==> src/rtl/ifetch_unit_pkg.sv <==
// Shared definitions for the instruction fetch unit and its output buffer.
package ifetch_unit_pkg;

  localparam int              XLEN       = 32;
  localparam logic [XLEN-1:0] NOP_INST   = 32'h0000_0013;
  localparam logic [XLEN-1:0] INST_BYTES = 32'd4;

  // One buffered fetch result: the byte address and the word returned for it.
  typedef struct packed {
    logic [XLEN-1:0] pc;
    logic [XLEN-1:0] inst;
  } fetch_entry_t;

  // Force an address onto an instruction boundary.
  function automatic logic [XLEN-1:0] align_pc(input logic [XLEN-1:0] pc);
    return pc & ~(INST_BYTES - 32'd1);
  endfunction

endpackage

==> src/rtl/ifetch_unit_fifo.sv <==
// fetch_fifo: small in-order buffer of fetched {pc, inst} entries.
// push and pop may coincide when full; flush empties the buffer and wins
// over push/pop in the same cycle. BUF_DEPTH must be 2 or 4.
module fetch_fifo
  import ifetch_unit_pkg::*;
#(
  parameter  int BUF_DEPTH = 2,
  localparam int PW        = $clog2(BUF_DEPTH),
  localparam int CW        = PW + 1
) (
  input  logic          clk,
  input  logic          rst_n,
  input  logic          push,
  input  fetch_entry_t  push_entry,
  input  logic          pop,
  input  logic          flush,
  output fetch_entry_t  head,
  output logic [CW-1:0] count
);

  fetch_entry_t  mem_q [BUF_DEPTH];
  fetch_entry_t  mem_d [BUF_DEPTH];
  logic [PW-1:0] wr_ptr_q, wr_ptr_d;
  logic [PW-1:0] rd_ptr_q, rd_ptr_d;
  logic [CW-1:0] count_q, count_d;
  logic          do_push;
  logic          do_pop;

  // Next-state for storage, pointers and occupancy.
  always_comb begin
    mem_d    = mem_q;
    wr_ptr_d = wr_ptr_q;
    rd_ptr_d = rd_ptr_q;
    count_d  = count_q;
    do_pop   = pop & (count_q != '0);
    do_push  = push & ((count_q != CW'(BUF_DEPTH)) | do_pop);
    if (flush) begin
      wr_ptr_d = '0;
      rd_ptr_d = '0;
      count_d  = '0;
    end else begin
      if (do_push) begin
        mem_d[wr_ptr_q] = push_entry;
        wr_ptr_d        = wr_ptr_q + PW'(1);
      end
      if (do_pop) begin
        rd_ptr_d = rd_ptr_q + PW'(1);
      end
      count_d = count_q + CW'(do_push) - CW'(do_pop);
    end
  end

  // Register buffer state; reset discards everything immediately.
  always_ff @(posedge clk or negedge rst_n) begin
    if (!rst_n) begin
      mem_q    <= '{default: '0};
      wr_ptr_q <= '0;
      rd_ptr_q <= '0;
      count_q  <= '0;
    end else begin
      mem_q    <= mem_d;
      wr_ptr_q <= wr_ptr_d;
      rd_ptr_q <= rd_ptr_d;
      count_q  <= count_d;
    end
  end

  assign head  = mem_q[rd_ptr_q];
  assign count = count_q;

endmodule

==> src/rtl/ifetch_unit.sv <==
// ifetch_unit: sequential instruction fetcher against a fixed 1-cycle
// memory, with a small output buffer and single-cycle redirect/flush.
//
// Output handshake: an entry transfers on a rising edge where out_valid and
// out_ready are both 1. out_valid/out_inst/out_pc depend only on registered
// state (never on out_ready), and a presented entry stays stable until it
// transfers or a redirect/reset removes it.
module ifetch_unit
  import ifetch_unit_pkg::*;
#(
  parameter logic [31:0] RESET_PC  = 32'h0000_0000,
  parameter int          BUF_DEPTH = 2
) (
  input  logic            clk,
  input  logic            rst_n,
  output logic [XLEN-1:0] imem_addr,
  input  logic [XLEN-1:0] imem_rdata,
  input  logic            redirect_valid,
  input  logic [XLEN-1:0] redirect_pc,
  output logic            out_valid,
  input  logic            out_ready,
  output logic [XLEN-1:0] out_inst,
  output logic [XLEN-1:0] out_pc
);

  localparam int CW = $clog2(BUF_DEPTH) + 1;
  // One extra bit so count + inflight never overflows before the compare.
  localparam int OW = CW + 1;

  logic [XLEN-1:0] fetch_pc_q, fetch_pc_d;
  logic [XLEN-1:0] issued_pc_q, issued_pc_d;
  logic            inflight_q, inflight_d;
  logic [CW-1:0]   count;
  logic [OW-1:0]   occupancy;
  logic            pop;
  logic            push;
  logic            issue;
  fetch_entry_t    head;
  fetch_entry_t    push_entry;

  // Issue decision: only fetch when the word is guaranteed a buffer slot.
  always_comb begin
    pop         = out_valid & out_ready;
    push        = inflight_q & ~redirect_valid;
    occupancy   = OW'(count) + OW'(inflight_q) - OW'(pop);
    issue       = ~redirect_valid & (occupancy < OW'(BUF_DEPTH));
    fetch_pc_d  = fetch_pc_q;
    issued_pc_d = issued_pc_q;
    inflight_d  = 1'b0;
    if (redirect_valid) begin
      fetch_pc_d = align_pc(redirect_pc);
    end else if (issue) begin
      fetch_pc_d  = fetch_pc_q + INST_BYTES;
      issued_pc_d = fetch_pc_q;
      inflight_d  = 1'b1;
    end
  end

  // Fetch pointer and in-flight tracking.
  always_ff @(posedge clk or negedge rst_n) begin
    if (!rst_n) begin
      fetch_pc_q  <= align_pc(RESET_PC);
      issued_pc_q <= '0;
      inflight_q  <= 1'b0;
    end else begin
      fetch_pc_q  <= fetch_pc_d;
      issued_pc_q <= issued_pc_d;
      inflight_q  <= inflight_d;
    end
  end

  assign push_entry = '{pc: issued_pc_q, inst: imem_rdata};

  fetch_fifo #(
    .BUF_DEPTH (BUF_DEPTH)
  ) u_fifo (
    .clk        (clk),
    .rst_n      (rst_n),
    .push       (push),
    .push_entry (push_entry),
    .pop        (pop),
    .flush      (redirect_valid),
    .head       (head),
    .count      (count)
  );

  assign imem_addr = fetch_pc_q;
  assign out_valid = (count != '0);
  assign out_inst  = out_valid ? head.inst : NOP_INST;
  assign out_pc    = out_valid ? head.pc   : '0;

endmodule

==> config.mk <==
export PLATFORM = sky130hd
export DESIGN_NAME = ifetch_unit
export DESIGN_NICKNAME = d
export VERILOG_FILES = /design/src/rtl/ifetch_unit_pkg.sv /design/src/rtl/ifetch_unit_fifo.sv /design/src/rtl/ifetch_unit.sv
export SDC_FILE = /design/constraint.sdc
export NUM_CORES = 1
export LEC_CHECK = 0
export BUFFER_PORTS_ARGS = -buffer_cell sky130_fd_sc_hd__buf_2
export CAP_MARGIN = 20
export CORE_MARGIN = 4
export CORE_UTILIZATION = 35
export CTS_BUF_LIST = sky130_fd_sc_hd__clkbuf_8 sky130_fd_sc_hd__clkbuf_16
export DETAILED_ROUTE_END_ITERATION = 10
export PLACE_DENSITY = 0.52
export SYNTH_ARGS = -nofsm -noshare
export SYNTH_HDL_FRONTEND = slang
export SYNTH_SLANG_ARGS = --single-unit
==> constraint.sdc <==
create_clock -name clk -period 3.85 [get_ports clk]
set_clock_uncertainty 0.2 [all_clocks]
set_input_delay 0.77 -clock clk [delete_from_list [all_inputs] [get_ports clk]]
set_output_delay 0.77 -clock clk [all_outputs]
set_load 0.05 [all_outputs]
## Yosys cells after proc, flatten, opt, wreduce, memory -nomap -nowiden

Cells that the tools add are included.

| storage, ports and cells | value |
|---|---|
| register bits after elaboration | 197 |
| bits in latches | 0 |
| memory bits (writable) | 0 |
| bits in read-only memories | 0 |
| bits of input ports | 68 |
| word-level logic and storage cells | 55 |
| memories kept | 0 |

| operators by class | value |
|---|---|
| add/subtract/negate cells | 7 |
| multiply operators | 0 |
| divide/modulo/power cells | 0 |
| $lt $le $gt $ge | 4 |
| equality and inequality tests | 1 |
| shift-type cells | 0 |
| multiplexer cells | 17 |
| bitwise logic cells | 9 |
| reduce and logical (&&, ||, !) cells | 7 |

Operators with widths:

| kind | number |
|---|---|
| 64-bit two-way mux | 4 |
| 128-bit bitwise mux | 1 |
| 32-bit two-way mux | 4 |
| 64-bit demux with 1-bit select | 1 |
| 32-bit by 3-bit adder with 32-bit output (second input constant) | 1 |
| 2-bit nonzero test | 4 |
| 1-bit two-way mux | 6 |
| 1-bit AND | 5 |
| 2-bit greater-or-equal comparator (second input constant) | 2 |
| 1-bit inverter with 2-bit output | 2 |
| 2-bit AND reduction | 2 |
| 2-bit by 1-bit adder with 3-bit output | 1 |
| 3-bit by 2-bit less-than comparator with 1-bit output (second input constant) | 1 |
| 3-bit by 1-bit subtractor with 3-bit output | 1 |
| 1-bit adder (second input constant) | 2 |
| 2-bit by 1-bit adder with 2-bit output | 1 |
| 2-bit by 1-bit less-than comparator with 1-bit output (second input constant) | 1 |
| 2-bit two-way mux | 1 |
| 2-bit != test (second input constant) | 1 |
| 2-bit by 1-bit subtractor with 2-bit output | 1 |
| 1-bit logical AND | 1 |
| 1-bit inverter | 1 |
| 1-bit bitwise OR | 1 |

## Depth between registers and ports, before layout

Gate-level depths: netlist of run 1.

| depth | value |
|---|---|
| depth in word-level cells | 8 |
| gate-level depth with buffers | 12 |
| gate-level depth less buffers | 11 |

## Cells and area by module

A second synthesis of run 1 with hierarchy kept.

| second synthesis, totals | value |
|---|---|
| cell total of the unflattened synthesis | 708 |
| area total of the unflattened synthesis | 9499.1 µm² |

By module, submodules not included:

| module | instances | cells an instance | area each (µm²) |
|---|---|---|---|
| fetch_fifo | 1 | 363 | 5969.5 |
| ifetch_unit | 1 | 345 | 3529.6 |

## Worst setup path after synthesis of run 1

OpenSTA, ideal clock, no wires.

| timing path | value |
|---|---|
| kind | in2reg |
| from | input out_ready |
| to | register fetch_pc_q[19] (netlist: imem_addr[19]) |
| setup time | 129 ps |
| arrival time | 3088 ps |
| data required time | 3521 ps |
| path slack | 433 ps |
| cell stages on the path | 10 |
| path buffers | 0 |
| cell sequence | nor2b_1 ha_1 inv_1 nand2_1 fa_1 xor2_1 nor4_1 or4b_1 xnor2_1 o21ai_1 |

| between the ends | value |
|---|---|
| longest elaborated chain between the ends | 5 |

RTL lines:

| what | RTL line | RTL |
|---|---|---|
| start, declared | ifetch_unit.sv:21 | `input logic out_ready,` |
| 1-bit AND | ifetch_unit.sv:43 | `pop = out_valid & out_ready;` |
| 3-bit by 1-bit subtractor with 3-bit output | ifetch_unit.sv:45 | `occupancy = OW'(count) + OW'(inflight_q) - OW'(pop);` |
| 3-bit by 2-bit less-than comparator with 1-bit output | ifetch_unit.sv:46 | `issue = ~redirect_valid & (occupancy < OW'(BUF_DEPTH));` |
| 1-bit AND | ifetch_unit.sv:46 |  |
| 2-bit nonzero test (no source line) | -- |  |
| end signal, assigned | ifetch_unit.sv:62 | `fetch_pc_q <= align_pc(RESET_PC);` |
| end signal, assigned | ifetch_unit.sv:66 | `fetch_pc_q <= fetch_pc_d;` |
| end, declared | ifetch_unit.sv:30 | `logic [XLEN-1:0] fetch_pc_q, fetch_pc_d;` |

Every way passes these cells.
A chain may end at the register's enable or synchronous reset.

## Worst setup path after layout of run 1

| timing path | value |
|---|---|
| from | register u_fifo.count_q[1] (netlist: u_fifo.count[1]) |
| to | register fetch_pc_q[24] (netlist: imem_addr[24]) |

| between the ends | value |
|---|---|
| longest elaborated chain between the ends | 6 |
| elaborated cells between the ends (all ways) | 7 |
| classes of those cells | add/sub: 2; order compare: 1; bitwise: 2; reduce/logical: 2 |

RTL lines:

| what | RTL line | RTL |
|---|---|---|
| start, declared | ifetch_unit_fifo.sv:25 | `logic [CW-1:0] count_q, count_d;` |
| start signal, assigned | ifetch_unit_fifo.sv:64 | `count_q <= count_d;` |
| branches (longest 2 deep; another with 2-bit by 1-bit adder with 3-bit output) | -- |  |
| 3-bit by 1-bit subtractor with 3-bit output * | ifetch_unit.sv:45 |  |
| 3-bit by 2-bit less-than comparator with 1-bit output * | ifetch_unit.sv:46 |  |
| 1-bit AND * | ifetch_unit.sv:46 |  |
| 2-bit nonzero test (no source line) * | -- |  |

Every way passes the cells marked *.

==> results of run 1 <==
## report_power, final
part / internal [mW] / switching, mW / leakage [nW]
registers: 2.80 / 0.535 / 2.35
clock network: 1.11 / 0.761 / 0.314
logic: 1.29 / 2.00 / 2.30
## final cells by class
class	count	area [um2]
timing repair buffer	179	982
fill	2453	13900
multi-input combinational	500	3720
inverter	15	56.3
clock inverter	14	189
sequential	189	4730
tap	324	405
clock buffer	18	439
## registers in the layout (all words and copies together) (netlist names)
signal	cells
u_fifo.rd_ptr_q	1
imem_addr	30
u_fifo.wr_ptr_q	1
u_fifo.mem_q	124
inflight_q	1
issued_pc_q	30
u_fifo.count	2
## worst register-to-register path, delay by kind of cell, from the launching register on
family	cells	cell delay (ns)
buffers and inverters	2	0.29
AND/OR/NAND/NOR	6	1.21
flip-flops	1	0.51
AO/OA/AOI/OAI	1	0.07
XOR/XNOR	1	0.15
adder cells (fa/ha/maj)	2	0.82
## cells in the mapped netlist, types with 2 or more instances
cell      number
nand4_1        3
o21ai_1        9
buf_1          8
xnor2_1       26
o21ai_0       27
nand3_1       11
mux2_2       125
nor2_1        69
xor2_1         6
mux2i_1       63
nor4_1         3
inv_1         15
nor3_1         5
ha_1           4
buf_2         14
clkbuf_1      19
or4_1          2
nor4_4         4
nand2_1      117
nor4_2         4
dfrtp_1      189
nor2b_1        3
buf_4          4
buf_6          2
## cells by family (layout without fill, tap and decap cells)
group | count (synthesis) | after routing | synth area share, %
AOI/OAI and AO/OA | 39 | 39 | 2.36
xor gates and xnor gates | 32 | 32 | 3.22
adders and majority gates | 5 | 5 | 0.806
buffers and inverters | 62 | 226 | 3.22
DFF | 189 | 189 | 54.4
muxes | 188 | 188 | 23.4
other | 1 | 4 | 0.0431
and+or+nand+nor | 232 | 232 | 12.5
## how the worst max path moves through the flow
stage,to,slack [ns],cells after the start
after floorplan,imem_addr[19],0.43,10
after global placement,imem_addr[26],0.14,12
after detailed placement,imem_addr[30],0.10,12
after CTS,imem_addr[24],0.44,12
after global routing,imem_addr[26],0.23,12
final,imem_addr[24],0.48,12
## layer usage
layer	global-route usage [%]	routed length (um)
met2	23.1	8780
met4	4.30	229
met5	0	0
met3	2.81	670
met1	20.7	9850
==> flow_results.org, run 1 <==
** Final layout
- Synthesis-to-layout area growth :: 21.0%
- Fraction of final layout cells sized beyond drive strength 1 :: 38.5%
- For this run, the post-layout net count is 975.
- The repair_antennas step left the layout with diodes totalling 0.
- Most used cells in the layout excluding fill and tap cells :: 188 x dfrtp_1, 157 x buf_2, 125 x mux2_2
- Leaving out fill and tap cells, the most frequent cell in the layout is dfrtp_1.
- Final Cell Area :: 10500 um2
- Cell Count, Final, Fillers Out :: 1239
- Final cell utilization of the core :: 43.2%

** Critical path
- Critical Path Source :: u_fifo.count[1]
- Type of the setup path with the least slack :: register to register
- Critical Path Max Stage Delay :: 0.56 ns
- In this design, the critical path's most frequently occurring cell is nand2_1.
- Reg2reg path depth :: 12
- For the worst setup path, the data required time is 3.94 ns.
- Capturing element type of the critical path :: register
- Top Family by Delay on Critical Path :: simple AND/OR/NAND/NOR gates
- Critical-path cell with the highest stage delay :: fa_1
- STA classifies the critical path startpoint as a register.
- The setup check on the worst reg-to-reg path leaves a slack of 0.48 ns.
- Traced cell by cell, the critical path runs through nor2_4 -> nor2b_1 -> ha_1 -> inv_1 -> nand2_1 -> fa_1 -> nand2_1 -> or4_1 -> buf_4 -> nor4_4 -> xnor2_1 -> o21ai_1.
- At the worst endpoint, the arrival time is 3.46 ns.
- Reg-to-reg critical path endpoint :: imem_addr[24]
- Critical R2R Launch :: u_fifo.count[1]
- Counting both buffers and inverters, the worst setup path holds a total of 2.
- Worst-path maximum fanout :: 9

** Placement
- Area after DPL :: 9900 um2
- At the placement stage, the worst setup path has a slack of 0.103 ns.
- Placed Cells incl. Taps :: 1207
- Count of port buffers added during placement :: 158
- Detailed placement ended at an HPWL of 13400 um.
- Routability congestion estimate from global placement :: 0.720

** Logic synthesis
- Summing the sequential cell areas from Yosys gives 54.4% of the chip area.
- For this run, the leading register cell type out of synthesis is dfrtp_1.
- Of all cell types, the one taking the most synthesized area is dfrtp_1.
- For this run, the number of Yosys warnings is 0.
- Of the post-synthesis cell area, the dominant cell type holds 54.4%.
- Number of enable-type register cells in the synthesized netlist :: 0
- For this run, asynchronously set or reset flops after synthesis account for 100%.
- Synthesis inferred 189 register bits.
- In this run, distinct cell masters in the synthesized netlist total 40.
- Each instance of the synthesized netlist takes up on average 11.6 um2.
- Post-synthesis cell area :: 8700 um2
- By area the synthesized netlist is led by dfrtp_1 54%, mux2_2 16%, mux2i_1 7.3%, nand2_1 5.1%, nor2_1 3.0%.
- Gate count of the mapped netlist :: 748

** Clocking
- The clock tree synthesis step divided the H-tree into 4 levels.
- TritonCTS built the clock tree.
- In this run the post-CTS setup repair buffer count came out at 0.
- Counting every sink on the clock net gives 189.
- CTS Root Buffer Type :: clkbuf_16
- In this run, post-CTS hold repair placed 0 buffers.
- Buffer depth of the longest clock path :: 2
- Clock latency at the later pin of the worst-skew pair :: 0.42 ns
- Clock transition time at the flip-flop clock pins of the worst setup and hold paths :: 0.07 ns
- The number of gates resized after CTS was 0.
- The number of clock buffers added by TritonCTS is 17.

** Routing
- After detailed routing, the number of remaining DRC violations is 0.
- Total routed wirelength :: 19500 um
- In this run the remaining antenna-violating nets after routing total 0.
- Via density :: 4.68
- The first routing iteration left 251 violations.
- Vias after detailed routing :: 5804
- Average wire per standard cell :: 15.8 um
- Length of the first detailed-routing pass in iterations :: 4

** Power
- Overall power consumption after layout is estimated at 8.50 mW.
- Summed over all cells, the static leakage comes to 4.97 nW.
- Worst VDD drop :: 0.289 mV
- For this design the ratio of total power to cell area is 807 nW/um2.

** Floorplan
- Die area :: 27400 um2
- Die outline width :: 166 um
- Io pins :: 165
- The initial utilization of the core area, before any placement, comes to 35.7%.
- The floorplan step defined a core boundary enclosing 24400 um2.
- Site Rows :: 57
- Measured along the y axis, the die boundary spans 166 um.

** STA
- In the post-route analysis, the smallest setup slack over all paths is 0.479 ns.
- Worst-Margin Slew :: 0.733 ns
- The count of final hold-check violations was 0.
- Worst max-slew margin expressed relative to the limit :: 51.2%
- Setup violations remaining at the end of the flow were counted as 0.
- Maximum clock rate :: 0.297 GHz
- Final period utilization :: 87.6%
- Minimum period implied by the final worst setup slack :: 3.37 ns
- RSZ-0062 raised after global routing :: no
- Across all hold checks on the routed design, the worst slack comes to 0.159 ns.
- For the final routed database, the setup TNS stands at 0 ns.
- The final number of max-transition violations is 0.

** Outcome
- The flow ran to the end, and the final reports show no timing, DRC or antenna violations.

** Job
- Across the run, the number of max-cap violations was 0.

** Worst hold path
- Min-Delay Path Class :: input pin to async pin

** GRT
- Total overflow reported by the global router :: 0
- The initial antenna violation count was 1.
- Wire length of the first global-routing pass :: 32800 um
- The via count of the first global-routing pass was 6132.
- For this run, the total global-route usage over all layers was measured as 14.7%.
- Entering global routing, the biggest net connects 78 pins.
No activity file was read; power rests on OpenSTA's default activity.
==> inputs of run 2 (changes only) <==
--- a/config.mk
+++ b/config.mk
@@ -15,3 +15,4 @@
 export SYNTH_ARGS = -nofsm -noshare
 export SYNTH_HDL_FRONTEND = slang
 export SYNTH_SLANG_ARGS = --single-unit
+export TNS_END_PERCENT = 20
==> constraint.sdc (replaced) <==
create_clock -name clk -period 4.3 [get_ports clk]
set_clock_uncertainty 0.2 [all_clocks]
set_input_delay 0.86 -clock clk [delete_from_list [all_inputs] [get_ports clk]]
set_output_delay 0.86 -clock clk [all_outputs]
set_load 0.05 [all_outputs]
==> run 2 against run 1 <==
Flip-flop and latch count did not move. Utilization fell by 0.41 points. Routed wire length rose by 1.2%. Worst setup slack improved by 0.49 ns. Critical path type unchanged. Largest cell class unchanged.
==> flow_results.org, run 2 (synthesis results as in run 1) <==
** Power
- Internal Pwr Total :: 4.52 mW (was 5.20 mW)
- Sequential group share of total power :: 40.0% (was 39.3%)
- Worst VDD drop :: 0.263 mV (was 0.289 mV)
- The combinational cell fraction of total power came to 39.1% (was 38.7%).
- The ratio of total power to cell area is 718 nW/um2 (was 807 nW/um2).
- The leakage power summed over all cells is 4.91 nW (was 4.97 nW).
- Clock power frac :: 21.0% (was 22.0%)
- Switching power :: 2.96 mW (was 3.29 mW)
- The switching portion of total power came to 39.6% (was 38.7%).

** Clocking
- The number of clock sinks is 189 (unchanged).
- Clock tree from TritonCTS :: done (unchanged)
- The level count of the clock H-tree is 4 (unchanged).
- Clock transition time at the flip-flop clock pins of the worst setup and hold paths :: 0.07 ns (about the same)
- The hold-fix buffer count after cts was 0 (unchanged).
- Number of buffers inserted during clock tree synthesis :: 17 (unchanged)
- The worst-skew pair later-pin latency came to 0.42 ns (about the same).
- The root buffer cell is clkbuf_16 (unchanged).
- The maximum root-to-sink buffer count is 2 (unchanged).
- The total setup buffers inserted after CTS came to 0 (unchanged).
- Cts repair resizes :: 0 (unchanged)

** Critical path
- The category of the worst setup path launch point is a register (unchanged).
- The setup slack on the worst flop-to-flop path was 0.96 ns (was 0.48 ns).
- Capturing element type of the critical path :: register (unchanged)
- The data required time at the worst endpoint is 4.39 ns (was 3.94 ns).
- Critical Path Max Stage Delay :: 0.56 ns (about the same)
- The most frequent cell on the critical path was nand2_1 (unchanged).
- The cell with the biggest individual delay on the critical path was fa_1 (unchanged).
- The buffering stage count on the worst path with inverters included was 2 (unchanged).
- The maximum fanout along the worst path was 9 (unchanged).
- The data arrival time of the critical path came to 3.42 ns (was 3.46 ns).
- Type of the setup path with the least slack :: register to register (unchanged)
- CP cell instances :: nor2_4 -> nor2b_1 -> ha_1 -> inv_1 -> nand2_1 -> fa_1 -> nand2_1 -> or4_1 -> buf_4 -> nor4_4 -> xnor2_1 -> o21ai_1 (unchanged)
- Top Family by Delay on Critical Path :: simple AND/OR/NAND/NOR gates (unchanged)

** GRT
- The largest net degree at the start of global routing is 85 (was 78).
- The via count of the first global-routing pass came to 6011 (was 6132).
- The leftover overflow at the end of global routing is 0 (unchanged).
- The wire length of the first global-routing pass was 32600 um (was 32800 um).
- The initial antenna violation count was 2 (was 1).
- The combined global-route utilization of all metal layers is 14.5% (was 14.7%).

** Routing
- Met1 wire length :: 10000 um (was 9850 um)
- The wire length on met3 came to 652 um (was 670 um).
- The highest metal layer with signal wires was met5 (was met4).
- Total routed wirelength :: 19800 um (was 19500 um)
- Via density :: 4.74 (was 4.68)
- Violation count after the first detailed-route iteration :: 242 (was 251)
- The overall via count from detail_route is 5826 (was 5804).
- ANT nets after route :: 0 (unchanged)
- The remaining design rule violation count is 0 (unchanged).
- Length of the first detailed-routing pass in iterations :: 4 (unchanged)
- The detail-routed net length per standard cell came to 16.1 um (was 15.8 um).
- The met2 wire length came to 8910 um (was 8780 um).

** Floorplan
- Io pins :: 165 (unchanged)
- Die outline height :: 166 um (unchanged)
- Site Rows :: 57 (unchanged)
- Die area :: 27400 um2 (unchanged)
- The x dimension of the die was 166 um (unchanged).
- Initial standard-cell utilization of the core :: 35.7% (unchanged)
- The floorplan core area was 24400 um2 (unchanged).

** STA
- The setup TNS after final layout is 0 ns (unchanged).
- The setup violation total in the final timing report is 0 (unchanged).
- The count of final hold-check violations came to 0 (unchanged).
- Maximum clock rate :: 0.300 GHz (was 0.297 GHz)
- Minimum period implied by the final worst setup slack :: 3.34 ns (was 3.37 ns)
- Final period utilization :: 77.6% (was 87.6%)
- The measured slew at the worst slew-check pin came to 0.957 ns (was 0.733 ns).
- The final number of max-transition violations is 0 (unchanged).
- Worst Slack Setup Final :: 0.964 ns (was 0.479 ns)
- RSZ-0062 raised after global routing :: no (unchanged)
- Worst max-slew margin expressed relative to the limit :: 36.2% (was 51.2%)

** Final layout
- Biggest register :: u_fifo.mem_q (unchanged)
- Most used cells in the layout excluding fill and tap cells :: 188 x dfrtp_1, 157 x buf_2, 125 x mux2_2 (unchanged)
- Leading cell type in the layout, fill and taps excluded :: dfrtp_1 (unchanged)
- The number of flip-flops in the largest register is 124 (unchanged).
- The net count of the finished layout was 966 (was 975).
- Final antenna diode count :: 0 (unchanged)
- The final core area utilization came to 42.7% (was 43.2%).
- The layout-stage area growth over the synthesis result is 19.9% (was 21.0%).
- The fraction of final layout cells sized beyond drive strength 1 was 37.7% (was 38.5%).

** Outcome
- Status: finished, final reports clean (unchanged).

** Placement
- The worst setup slack before clock tree synthesis was 0.507 ns (was 0.103 ns).
- DP HPWL :: 13000 um (was 13400 um)
- The final weighted congestion in routability-driven placement is 0.733 (was 0.720).
- The number of input and output port buffers inserted came to 158 (unchanged).

** Job
- The max-cap violation count is 0 (unchanged).

** Worst hold path
- The worst min-delay path category was input pin to async pin (unchanged).
-- run 2: changes by cell type in the layout (fill, tap and decap cells not counted), sizes merged --
cell      before  now
bufinv         4    2
clkinv         4    5
clkinvlp       1    2
buf          178  169
-- run 2: path summary, 6_finish.rpt --
| check | startpoint | end | cells after the start |
|---|---|---|---|
| setup / recovery | u_fifo.count[1] | imem_addr[30] | 12 |
| hold / removal | rst_n | imem_addr[4] | 1 |
| setup reg to reg | u_fifo.count[1] | imem_addr[30] | 12 |
| hold reg to reg | issued_pc_q[19] | issued_pc_q[19] | 2 |
| max in group asynchronous | rst_n | issued_pc_q[27] | 2 |
| min in group clk | issued_pc_q[19] | issued_pc_q[19] | 2 |
-- run 2: metal layers --
metal | vias up | global-route usage [%]
met1 | 2877 | 21.2
li1 | 2823 | -
met2 | 113 | 22.0
met5 | - | 0
met3 | 11 | 3.29
met4 | 2 | 3.62
-- run 2: power by group through the flow --
stage	clock network, mW	registers [mW]	logic [mW]
floorplan	0	2.97	2.26
global placement	0	3.02	2.93
detailed placement	0	3.04	2.98
CTS	1.63	3.00	2.98
global route	1.70	3.10	3.19
finish	1.57	2.99	2.92
-- run 2: area by class of cell --
type | count | area, um2
clock buffer | 18 | 439
multi-input combinational | 500 | 3720
fill | 2418 | 14000
tap | 324 | 405
inverter | 15 | 56.3
sequential | 189 | 4730
timing repair buffer | 170 | 927
clock inverter | 14 | 144
-- run 2: stage by stage --
stage	std cells	total power, mW	cell area (um2)	hold WS (ns)
2_1_floorplan	751	5.23	8710	0.258
3_3_place_gp	1198	5.95	9840	0.286
3_5_place_dp	1198	6.02	9840	0.288
6_report	1230	7.48	10400	0.121
4_1_cts	1230	7.61	10400	0.106
5_1_grt	1230	8.00	10400	0.111
